===== config.mk =====
export PLATFORM = sky130hd
export DESIGN_NAME = fetch_queue
export DESIGN_NICKNAME = d
export VERILOG_FILES = /design/src/rtl/fetch_queue_pkg.sv /design/src/rtl/fetch_queue_mem.sv /design/src/rtl/fetch_queue.sv
export SDC_FILE = /design/constraint.sdc
export NUM_CORES = 1
export LEC_CHECK = 0
export CAP_MARGIN = 5
export CORE_AREA = 2 2 160 162
export CTS_CLUSTER_DIAMETER = 200
export DETAILED_ROUTE_END_ITERATION = 12
export DIE_AREA = 0 0 162 164
export PLACE_DENSITY = 0.74
export SLEW_MARGIN = 20
export SYNTH_ARGS = -nofsm -noshare
export SYNTH_HDL_FRONTEND = slang
export SYNTH_HIERARCHICAL = 1
export SYNTH_SLANG_ARGS = --single-unit

===== constraint.sdc =====
create_clock -name clk -period 9.8 [get_ports clk]
set_clock_uncertainty 0.2 [all_clocks]
set_input_delay 1.47 -clock clk [delete_from_list [all_inputs] [get_ports clk]]
set_output_delay 1.47 -clock clk [all_outputs]
set_load 0.05 [all_outputs]

===== src/rtl/fetch_queue_pkg.sv =====
// Shared CPU constants and the fetch-queue entry layout.
// Also provides the address-error test used when FQ_ADEL_CHECK_EN is defined.
package fetch_queue_pkg;

  localparam logic [31:0] RESET_PC = 32'h0000_3000;
  localparam logic [31:0] IM_LO    = 32'h0000_3000;
  localparam logic [31:0] IM_HI    = 32'h0000_6FFF;
  localparam logic [31:0] NOP_WORD = 32'h0000_0000;
  localparam logic [4:0]  EXC_NONE = 5'd0;
  localparam logic [4:0]  EXC_ADEL = 5'd4;

  typedef struct packed {
    logic [31:0] pc;
    logic [31:0] instr;
    logic        bd;
    logic [4:0]  exc_code;
  } fq_entry_t;

  localparam int ENTRY_W = $bits(fq_entry_t);

  // A fetch faults when misaligned or outside the instruction memory window.
  function automatic logic is_adel(input logic [31:0] pc);
    return (pc[1:0] != 2'b00) || (pc < IM_LO) || (pc > IM_HI);
  endfunction

endpackage


===== src/rtl/fetch_queue_mem.sv =====
// Entry storage for fetch_queue: one synchronous write port and one asynchronous read port.
// Contents are not reset; the control logic never exposes an unwritten slot.
module fetch_queue_mem
  import fetch_queue_pkg::*;
#(
  parameter int DEPTH = 4,
  parameter int AW    = $clog2(DEPTH)
) (
  input  logic            clk,
  input  logic            we_i,
  input  logic [AW-1:0]   waddr_i,
  input  fq_entry_t       wdata_i,
  input  logic [AW-1:0]   raddr_i,
  output fq_entry_t       rdata_o
);

  fq_entry_t mem_q [DEPTH];

  always_ff @(posedge clk) begin
    if (we_i) begin
      mem_q[waddr_i] <= wdata_i;
    end
  end

  assign rdata_o = mem_q[raddr_i];

endmodule


===== src/rtl/fetch_queue.sv =====
// Instruction fetch queue between PCreg/IM and decode; head entry drives D_* combinationally.
// Optional macro FQ_ADEL_CHECK_EN tags misaligned or out-of-window PCs with AdEL at push.
module fetch_queue
  import fetch_queue_pkg::*;
#(
  parameter int DEPTH = 4
) (
  input  logic        clk,
  input  logic        reset,
  input  logic [31:0] F_PC_i,
  input  logic [31:0] F_Instr_i,
  input  logic        F_BD_i,
  input  logic        F_valid_i,
  output logic        F_ready_o,
  input  logic        D_stall_i,
  input  logic        flush_i,
  output logic [31:0] D_PC_o,
  output logic [31:0] D_Instr_o,
  output logic        D_BD_o,
  output logic [4:0]  D_ExcCode_o,
  output logic        D_valid_o
);

  localparam int          AW      = $clog2(DEPTH);
  localparam logic [AW:0] DEPTH_C = (AW+1)'(DEPTH);

  logic [AW:0]   count_q, count_d;
  logic [AW-1:0] rptr_q, rptr_d;
  logic [AW-1:0] wptr_q, wptr_d;
  logic          push, pop;
  fq_entry_t     wr_entry, head;

  assign F_ready_o = (count_q < DEPTH_C);
  assign D_valid_o = (count_q != '0);
  assign push      = F_valid_i && F_ready_o && !flush_i;
  assign pop       = D_valid_o && !D_stall_i && !flush_i;

  always_comb begin
    wr_entry.pc       = F_PC_i;
    wr_entry.bd       = F_BD_i;
    wr_entry.instr    = F_Instr_i;
    wr_entry.exc_code = EXC_NONE;
`ifdef FQ_ADEL_CHECK_EN
    if (is_adel(F_PC_i)) begin
      wr_entry.instr    = NOP_WORD;
      wr_entry.exc_code = EXC_ADEL;
    end
`endif
  end

  // Pointers wrap naturally because DEPTH is a power of two.
  always_comb begin
    count_d = count_q;
    rptr_d  = rptr_q;
    wptr_d  = wptr_q;
    if (flush_i) begin
      count_d = '0;
      rptr_d  = '0;
      wptr_d  = '0;
    end else begin
      if (push) wptr_d = wptr_q + 1'b1;
      if (pop)  rptr_d = rptr_q + 1'b1;
      case ({push, pop})
        2'b10:   count_d = count_q + 1'b1;
        2'b01:   count_d = count_q - 1'b1;
        default: count_d = count_q;
      endcase
    end
  end

  always_ff @(posedge clk) begin
    if (reset) begin
      count_q <= '0;
      rptr_q  <= '0;
      wptr_q  <= '0;
    end else begin
      count_q <= count_d;
      rptr_q  <= rptr_d;
      wptr_q  <= wptr_d;
    end
  end

  fetch_queue_mem #(
    .DEPTH (DEPTH),
    .AW    (AW)
  ) u_mem (
    .clk     (clk),
    .we_i    (push),
    .waddr_i (wptr_q),
    .wdata_i (wr_entry),
    .raddr_i (rptr_q),
    .rdata_o (head)
  );

  // An empty queue presents a NOP so stale storage never leaks to decode.
  always_comb begin
    D_PC_o      = '0;
    D_Instr_o   = NOP_WORD;
    D_BD_o      = 1'b0;
    D_ExcCode_o = EXC_NONE;
    if (D_valid_o) begin
      D_PC_o      = head.pc;
      D_Instr_o   = head.instr;
      D_BD_o      = head.bd;
      D_ExcCode_o = head.exc_code;
    end
  end

endmodule


==> results.txt, run 1 <==
----------------------------------------------------
[Run status]
  Outcome ... complete, no violations

[Setup path]
  Arrival @ worst endpoint ... 3590 ps
  Reg2reg setup slack ... 7040 ps
  Number of buffers and inverters on the critical path ... 2
  Critical path's slowest cell ... sky130_fd_sc_hd__dfxtp_4
  Critical path cell sequence ... buf_4, mux4_2, nor2b_1, clkdlybuf4s50_1
  Worst setup path category ... flip-flop to output pin
  Element type at the critical path end ... output pin
  R2r startpoint ... count_q[2]
  Maximum fanout along the worst path ... 38
  Largest incremental delay on the critical path ... 830 ps
  Critical Path Start Type ... flip-flop
  Endpoint of the most critical register-to-register path ... count_q[2]
  Req. time, crit path ... 8130 ps
  Family with the most delay on the worst path ... buffers and inverters
  Depth of the worst register-to-register path ... 9

[Clock tree]
  Number of CTS-inserted buffers ... 29
  CTS Hold Buffers Added ... 0
  Number of instances resized during post-cts repair ... 0
  Post-CTS setup repair buffer count ... 0
  CTS tree ... built
  Number of levels the H-tree was split into ... 1
  Clock buffer depth ... 3
  Worst skew pair latency ... 540 ps
  Root buffer cell ... sky130_fd_sc_hd__clkbuf_16
  Clock-pin slew of the registers on the worst-case setup and hold paths ... 60 ps
  Clock sinks ... 287

[Layout]
  Final instance count without filler cells ... 1015
  Total non-filler cell area in the finished layout ... 0.0136 mm2
  Share of post-route cells with drive strength above 1 ... 18.3%
  Number of nets at the end of the flow ... 735
  Final-layout fill cell count ... 1915
  Synth-to-Final Area Change ... 23.4%

[Timing]
  Number of endpoints failing setup at the final stage ... 0
  Final critical-path share of the clock period ... 53.7%
  Headroom to the max-slew limit ... 26.4%
  Number of max-slew violations in the final report ... 0
  Min cycle time layout ... 5260 ps
  Fin Setup TNS ... 0 ps
  Final hold vios ... 0
  Setup repair after global routing missed its margin ... false
  Transition at the pin with the smallest max-transition slack ... 1100 ps
  F_max ... 0.190 GHz

[Place]
  Buffers added on ports ... 141
  Post-Place Cell Area ... 0.0128 mm2
  Placed cell count ... 961
  GPL Wtd Cong ... 0.682
  Detailed-placement wirelength estimate ... 11200 um

[Global routing]
  Overall overflow remaining after global route ... 0
  Number of antenna violations at the first check in global routing ... 1
  Total global-route track usage ... 15.6%
  Global-route wire length before repair ... 32000 um
  Number of global-route vias before repair ... 5829
  Largest net degree at the start of global routing ... 77

[Yosys]
  Cell accounting for the most synthesized area ... sky130_fd_sc_hd__edfxtp_1
  Share of flip-flops with an asynchronous set or reset ... 0%
  Top flip-flop cell by instance count after synthesis ... sky130_fd_sc_hd__edfxtp_1
  Warnings from Yosys ... 6
  Post-synth EDFFs ... 280
  Sequential area share after synthesis ... 77.3%
  Synth top area cells ... sky130_fd_sc_hd__edfxtp_1 76%, sky130_fd_sc_hd__mux4_2 14%, sky130_fd_sc_hd__nor2b_1 3.6%, sky130_fd_sc_hd__buf_12 1.3%, sky130_fd_sc_hd__dfxtp_1 1.3%
  Post-synthesis instance area ... 0.0111 mm2
  Avg Inst Size Synth ... 22.5 um2
  Most used standard cells in the synthesized netlist ... 280 x sky130_fd_sc_hd__edfxtp_1, 70 x sky130_fd_sc_hd__mux4_2, 63 x sky130_fd_sc_hd__nor2b_1
  Most used standard cell by instance count after synthesis ... sky130_fd_sc_hd__edfxtp_1
  Number of storage elements in the synthesis netlist ... 287
  Top cell type's share of synthesized area ... 76.0%
  Number of instances in the synthesized netlist ... 491
  Post-synth cell types ... 29

[Floorplan]
  Die Wd ... 162 um
  Height of the die ... 164 um
  DIE AREA ... 0.0266 mm2
  Starting utilization of the core area ... 44.6%
  Standard-cell row count ... 58
  Num ports ... 142
  Core area ... 0.0248 mm2

[Power]
  Power density over the cells ... 182 mW/mm2
  Overall power ... 2480 uW
  Leakage dissipation ... 0.00423 uW
  Peak VDD IR ... 0.139 mV

[Hold path]
  Min-delay src ... count_q[2]
  Terminating pin of the worst hold path ... count_q[2]
  Cell count of the worst hold path ... 2
  Min-delay worst type ... flip-flop to flip-flop

[Route]
  DRC marker count from the first detailed-route iteration ... 318
  Via density per instance ... 5.16
  Routed length on met3 ... 1270 um
  Met2 Wirelength ... 10600 um
  Remaining antenna violation count ... 0
  Drt wl/cell ... 20.1 um
  Total wirelength of the detailed-routed design ... 20400 um
  Vias after detailed routing ... 5242
  DRC ... 0
  Highest routed metal layer ... met4
  First-pass detailed-route iteration total ... 4
  Wire length on met1 ... 8070 um

[Flow run]
  Max Cap Viol ... 0

----------------------------------------------------
[sequential cells by signal, summed over array words and instances, names as in the netlist]
signal,flops
rptr_q,2
wptr_q,2
u_mem/mem_q,280
count_q,3
[worst max-delay path by stage]
stage,startpoint,end,slack (ps),cells after the start
final,rptr_q[0],D_Instr_o[28],4540,4
after global routing,rptr_q[0],D_Instr_o[31],4230,4
after CTS,rptr_q[0],D_Instr_o[31],4350,4
after detailed placement,rptr_q[0],D_Instr_o[31],4920,4
after global placement,rptr_q[0],D_Instr_o[31],4920,4
after floorplan,flush_i,u_mem/mem_q[0][0],2170,4
[layer usage]
layer / vias up / track usage [%]
li1: 2317 / -
met1: 2727 / 19.0
met2: 163 / 27.8
met3: 35 / 4.02
met4: 0 / 4.10
met5: - / 0
[logic make-up after synthesis]
kind of cell,count (synthesis),share of synthesized area (%)
buf+inv,31,2.35
fa+ha+maj,2,0.294
other cells,1,0.0339
simple gates,89,5.15
mux,70,14.3
flops,287,77.3
xor+xnor,4,0.317
compound gates,7,0.317
[cell type report]
type	count	area, um2	area share [%]
multi-input combinational	192	2340	17.2
clock buffer	34	744	5.46
tap	330	413	3.03
sequential	287	8560	62.7
inverter	6	22.5	0.165
timing repair buffer	147	1480	10.8
clock inverter	17	85.1	0.623
antenna	2	5.00	0.0367
[through the flow]
stage / utilization (%) / hold WS, ps / setup slack (ps)
floorplan: - / 257 / 2170
global placement: 51.5 / 349 / 4920
detailed placement: 51.5 / 388 / 4920
CTS: 54.8 / 402 / 4350
global route: 55.0 / 417 / 4230
finish: 55.0 / 404 / 4540
[worst register-to-register path, cell delays in order (launching register included)]
cell                      delay [ps]
sky130_fd_sc_hd__dfxtp_1         460
sky130_fd_sc_hd__nor3_4           50
sky130_fd_sc_hd__buf_4           390
sky130_fd_sc_hd__nor3_1          290
sky130_fd_sc_hd__ha_1            240
sky130_fd_sc_hd__inv_1            80
sky130_fd_sc_hd__fa_1            370
sky130_fd_sc_hd__xor2_1          160
sky130_fd_sc_hd__or3_1           310
sky130_fd_sc_hd__a21oi_1         160
[layout by cell type (no fill, tap or decap), types with 3 or more instances in the layout]
cell,instances
sky130_fd_sc_hd__edfxtp_1,280
sky130_fd_sc_hd__clkdlybuf4s50_1,141
sky130_fd_sc_hd__mux4_2,70
sky130_fd_sc_hd__nor2b_1,63
sky130_fd_sc_hd__clkbuf_16,29
sky130_fd_sc_hd__conb_1,20
sky130_fd_sc_hd__clkinv_2,9
sky130_fd_sc_hd__and2b_1,7
sky130_fd_sc_hd__inv_1,6
sky130_fd_sc_hd__nor2_1,6
sky130_fd_sc_hd__clkinv_1,6
sky130_fd_sc_hd__clkbuf_1,5
sky130_fd_sc_hd__dfxtp_1,5
sky130_fd_sc_hd__a21oi_1,4
sky130_fd_sc_hd__buf_4,4
sky130_fd_sc_hd__o21ai_0,3
sky130_fd_sc_hd__or3_1,3
[where the power goes]
group | switching, uW | internal (uW) | total (uW)
Combinational | 78.9 | 64.0 | 143
Clock | 424 | 539 | 963
Sequential | 5.72 | 1370 | 1370
Total | 508 | 1970 | 2480
No activity file was read; power rests on OpenSTA's default activity.
==> inputs of run 2 (changes only) <==
clock period = 5 ns   (was 9.8 ns; I/O delays follow)
==> results.txt, run 2 (same netlist as run 1, synthesis figures left out) <==
----------------------------------------------------
[Timing]
  Fin worst setup slack ... 911 ps (-3630 ps)
  Final hold vios ... 0 (unchanged)
  Final critical-path share of the clock period ... 81.8%
  Number of endpoints failing setup at the final stage ... 0 (unchanged)
  Fin Hold WS ... 387 ps (-17.0 ps)
  F_max ... 0.245 GHz
  Number of max-slew violations in the final report ... 0 (unchanged)
  Headroom to the max-slew limit ... 28.2% (+1.8 points)
  Min cycle time layout ... 4090 ps
  Transition at the pin with the smallest max-transition slack ... 1080 ps (-27.3 ps)
  Setup repair after global routing missed its margin ... false
  Fin Setup TNS ... 0 ps (unchanged)

[Place]
  GPL Wtd Cong ... 0.719 (+5.3%)
  DP Worst Slack ... 1380 ps (-3540 ps)
  Detailed-placement wirelength estimate ... 11700 um (+4.3%)
  Buffers added on ports ... 141 (unchanged)

[Floorplan]
  Core area ... 0.0248 mm2 (unchanged)
  Standard-cell row count ... 58 (unchanged)
  Starting utilization of the core area ... 44.6% (unchanged)
  Height of the die ... 164 um (unchanged)
  DIE AREA ... 0.0266 mm2 (unchanged)
  Num ports ... 142 (unchanged)
  Die Wd ... 162 um (unchanged)

[Clock tree]
  Clock-pin slew of the registers on the worst-case setup and hold paths ... 60 ps (about the same)
  Number of instances resized during post-cts repair ... 0 (unchanged)
  Number of levels the H-tree was split into ... 1 (unchanged)
  Clock buffer depth ... 3 (unchanged)
  Clock sinks ... 287 (unchanged)
  Root buffer cell ... sky130_fd_sc_hd__clkbuf_16
  CTS Hold Buffers Added ... 0 (unchanged)
  CTS tree ... built
  Worst skew pair latency ... 520 ps (-20 ps)
  Number of CTS-inserted buffers ... 28 (-3.4%)
  Post-CTS setup repair buffer count ... 0 (unchanged)

[Route]
  Via density per instance ... 5.10 (-1.2%)
  DRC ... 0 (unchanged)
  Total wirelength of the detailed-routed design ... 20400 um (-0.23%)
  DRC marker count from the first detailed-route iteration ... 319 (+0.31%)
  Vias after detailed routing ... 5196 (-0.88%)
  Remaining antenna violation count ... 0 (unchanged)
  Drt wl/cell ... 20.0 um (-0.52%)
  First-pass detailed-route iteration total ... 4 (unchanged)

[Global routing]
  Total global-route track usage ... 15.6% (about the same)
  Largest net degree at the start of global routing ... 77 (unchanged)
  Overall overflow remaining after global route ... 0 (unchanged)
  Number of global-route vias before repair ... 5717 (-1.9%)
  Number of antenna violations at the first check in global routing ... 2 (+1)
  Global-route wire length before repair ... 31600 um (-0.99%)

[Layout]
  Commonest cells after routing, fill and taps aside ... 280 x sky130_fd_sc_hd__edfxtp_1, 141 x sky130_fd_sc_hd__clkdlybuf4s50_1, 70 x sky130_fd_sc_hd__mux4_2, 63 x sky130_fd_sc_hd__nor2b_1, 28 x sky130_fd_sc_hd__clkbuf_16
  Largest registers ... u_mem/mem_q x280, count_q x3
  Share of the core filled with cells in the final layout ... 55.4% (+0.44 points)
  Final-layout fill cell count ... 1922 (+0.37%)
  Share of post-route cells with drive strength above 1 ... 18.2% (-0.080 points)
  Register name with the most flops ... u_mem/mem_q
  Number of nets at the end of the flow ... 737 (+0.27%)
  Synth-to-Final Area Change ... 24.4%
  Max FFs per register ... 280 (unchanged)
  Commonest non-fill, non-tap cell in the layout ... sky130_fd_sc_hd__edfxtp_1

[Hold path]
  Min-delay worst type ... flip-flop to flip-flop

[Power]
  Power density over the cells ... 361 mW/mm2 (+99%)
  Overall power ... 4970 uW (+100%)
  Leakage dissipation ... 0.00426 uW (+0.87%)
  Peak VDD IR ... 0.302 mV (+120%)

[Flow run]
  Max Cap Viol ... 0 (unchanged)

[Setup path]
  Worst setup path category ... flip-flop to output pin
  Element type at the critical path end ... output pin
  Maximum fanout along the worst path ... 30 (-21%)
  Reg2reg setup slack ... 2230 ps (-4810 ps)
  Critical Path Start Type ... flip-flop
  Req. time, crit path ... 4050 ps (-4080 ps)
  Arrival @ worst endpoint ... 3140 ps (-450 ps)

[Run status]
  Outcome ... complete, no violations

----------------------------------------------------
## run 2: report_power, final
part | total (uW) | internal (uW) | switching (uW)
sequential | 2690 | 2680 | 10.5
clock | 2000 | 1180 | 818
combinational | 282 | 126 | 156
total | 4970 | 3980 | 984
## run 2: per-layer routing
metal | wire [um] | GRT usage (%) | vias to the layer above
met5 | 0 | 0 | -
met4 | 319 | 3.50 | 0
met3 | 1330 | 3.91 | 24
met2 | 10700 | 28.0 | 169
met1 | 8020 | 19.2 | 2681
li1 | - | - | 2322
## run 2: worst max-delay path: stages, from the launching register on
cell                              delay [ps]
sky130_fd_sc_hd__dfxtp_4                 750
sky130_fd_sc_hd__buf_12                  340
sky130_fd_sc_hd__mux4_2                  540
sky130_fd_sc_hd__nor2b_1                 180
sky130_fd_sc_hd__clkdlybuf4s50_1         760
## run 2: cell type report
| class | count | area (um2) | area share [%] |
|---|---|---|---|
| well taps | 330 | 413 | 3.00 |
| flip-flops and latches | 287 | 8560 | 62.2 |
| clock inverters | 17 | 165 | 1.20 |
| clock buffers | 34 | 723 | 5.26 |
| inverters | 6 | 22.5 | 0.164 |
| diodes | 2 | 5.00 | 0.0364 |
| multi-input cells | 192 | 2350 | 17.1 |
| repair buffers | 150 | 1520 | 11.1 |
## run 2: final timing paths
kind,cells past startpoint,endpoint,from
max,4,D_PC_o[12],rptr_q[0]
min,2,count_q[1],count_q[1]
max reg2reg,9,count_q[2],count_q[2]
min reg2reg,2,count_q[1],count_q[1]
## run 2: through the flow
| stage | area (um2) | std cells |
|---|---|---|
| after floorplan | 11100 | 510 |
| after global placement | 12800 | 963 |
| after detailed placement | 12800 | 963 |
| after CTS | 13700 | 1014 |
| after global routing | 13800 | 1016 |
| final | 13800 | 1018 |
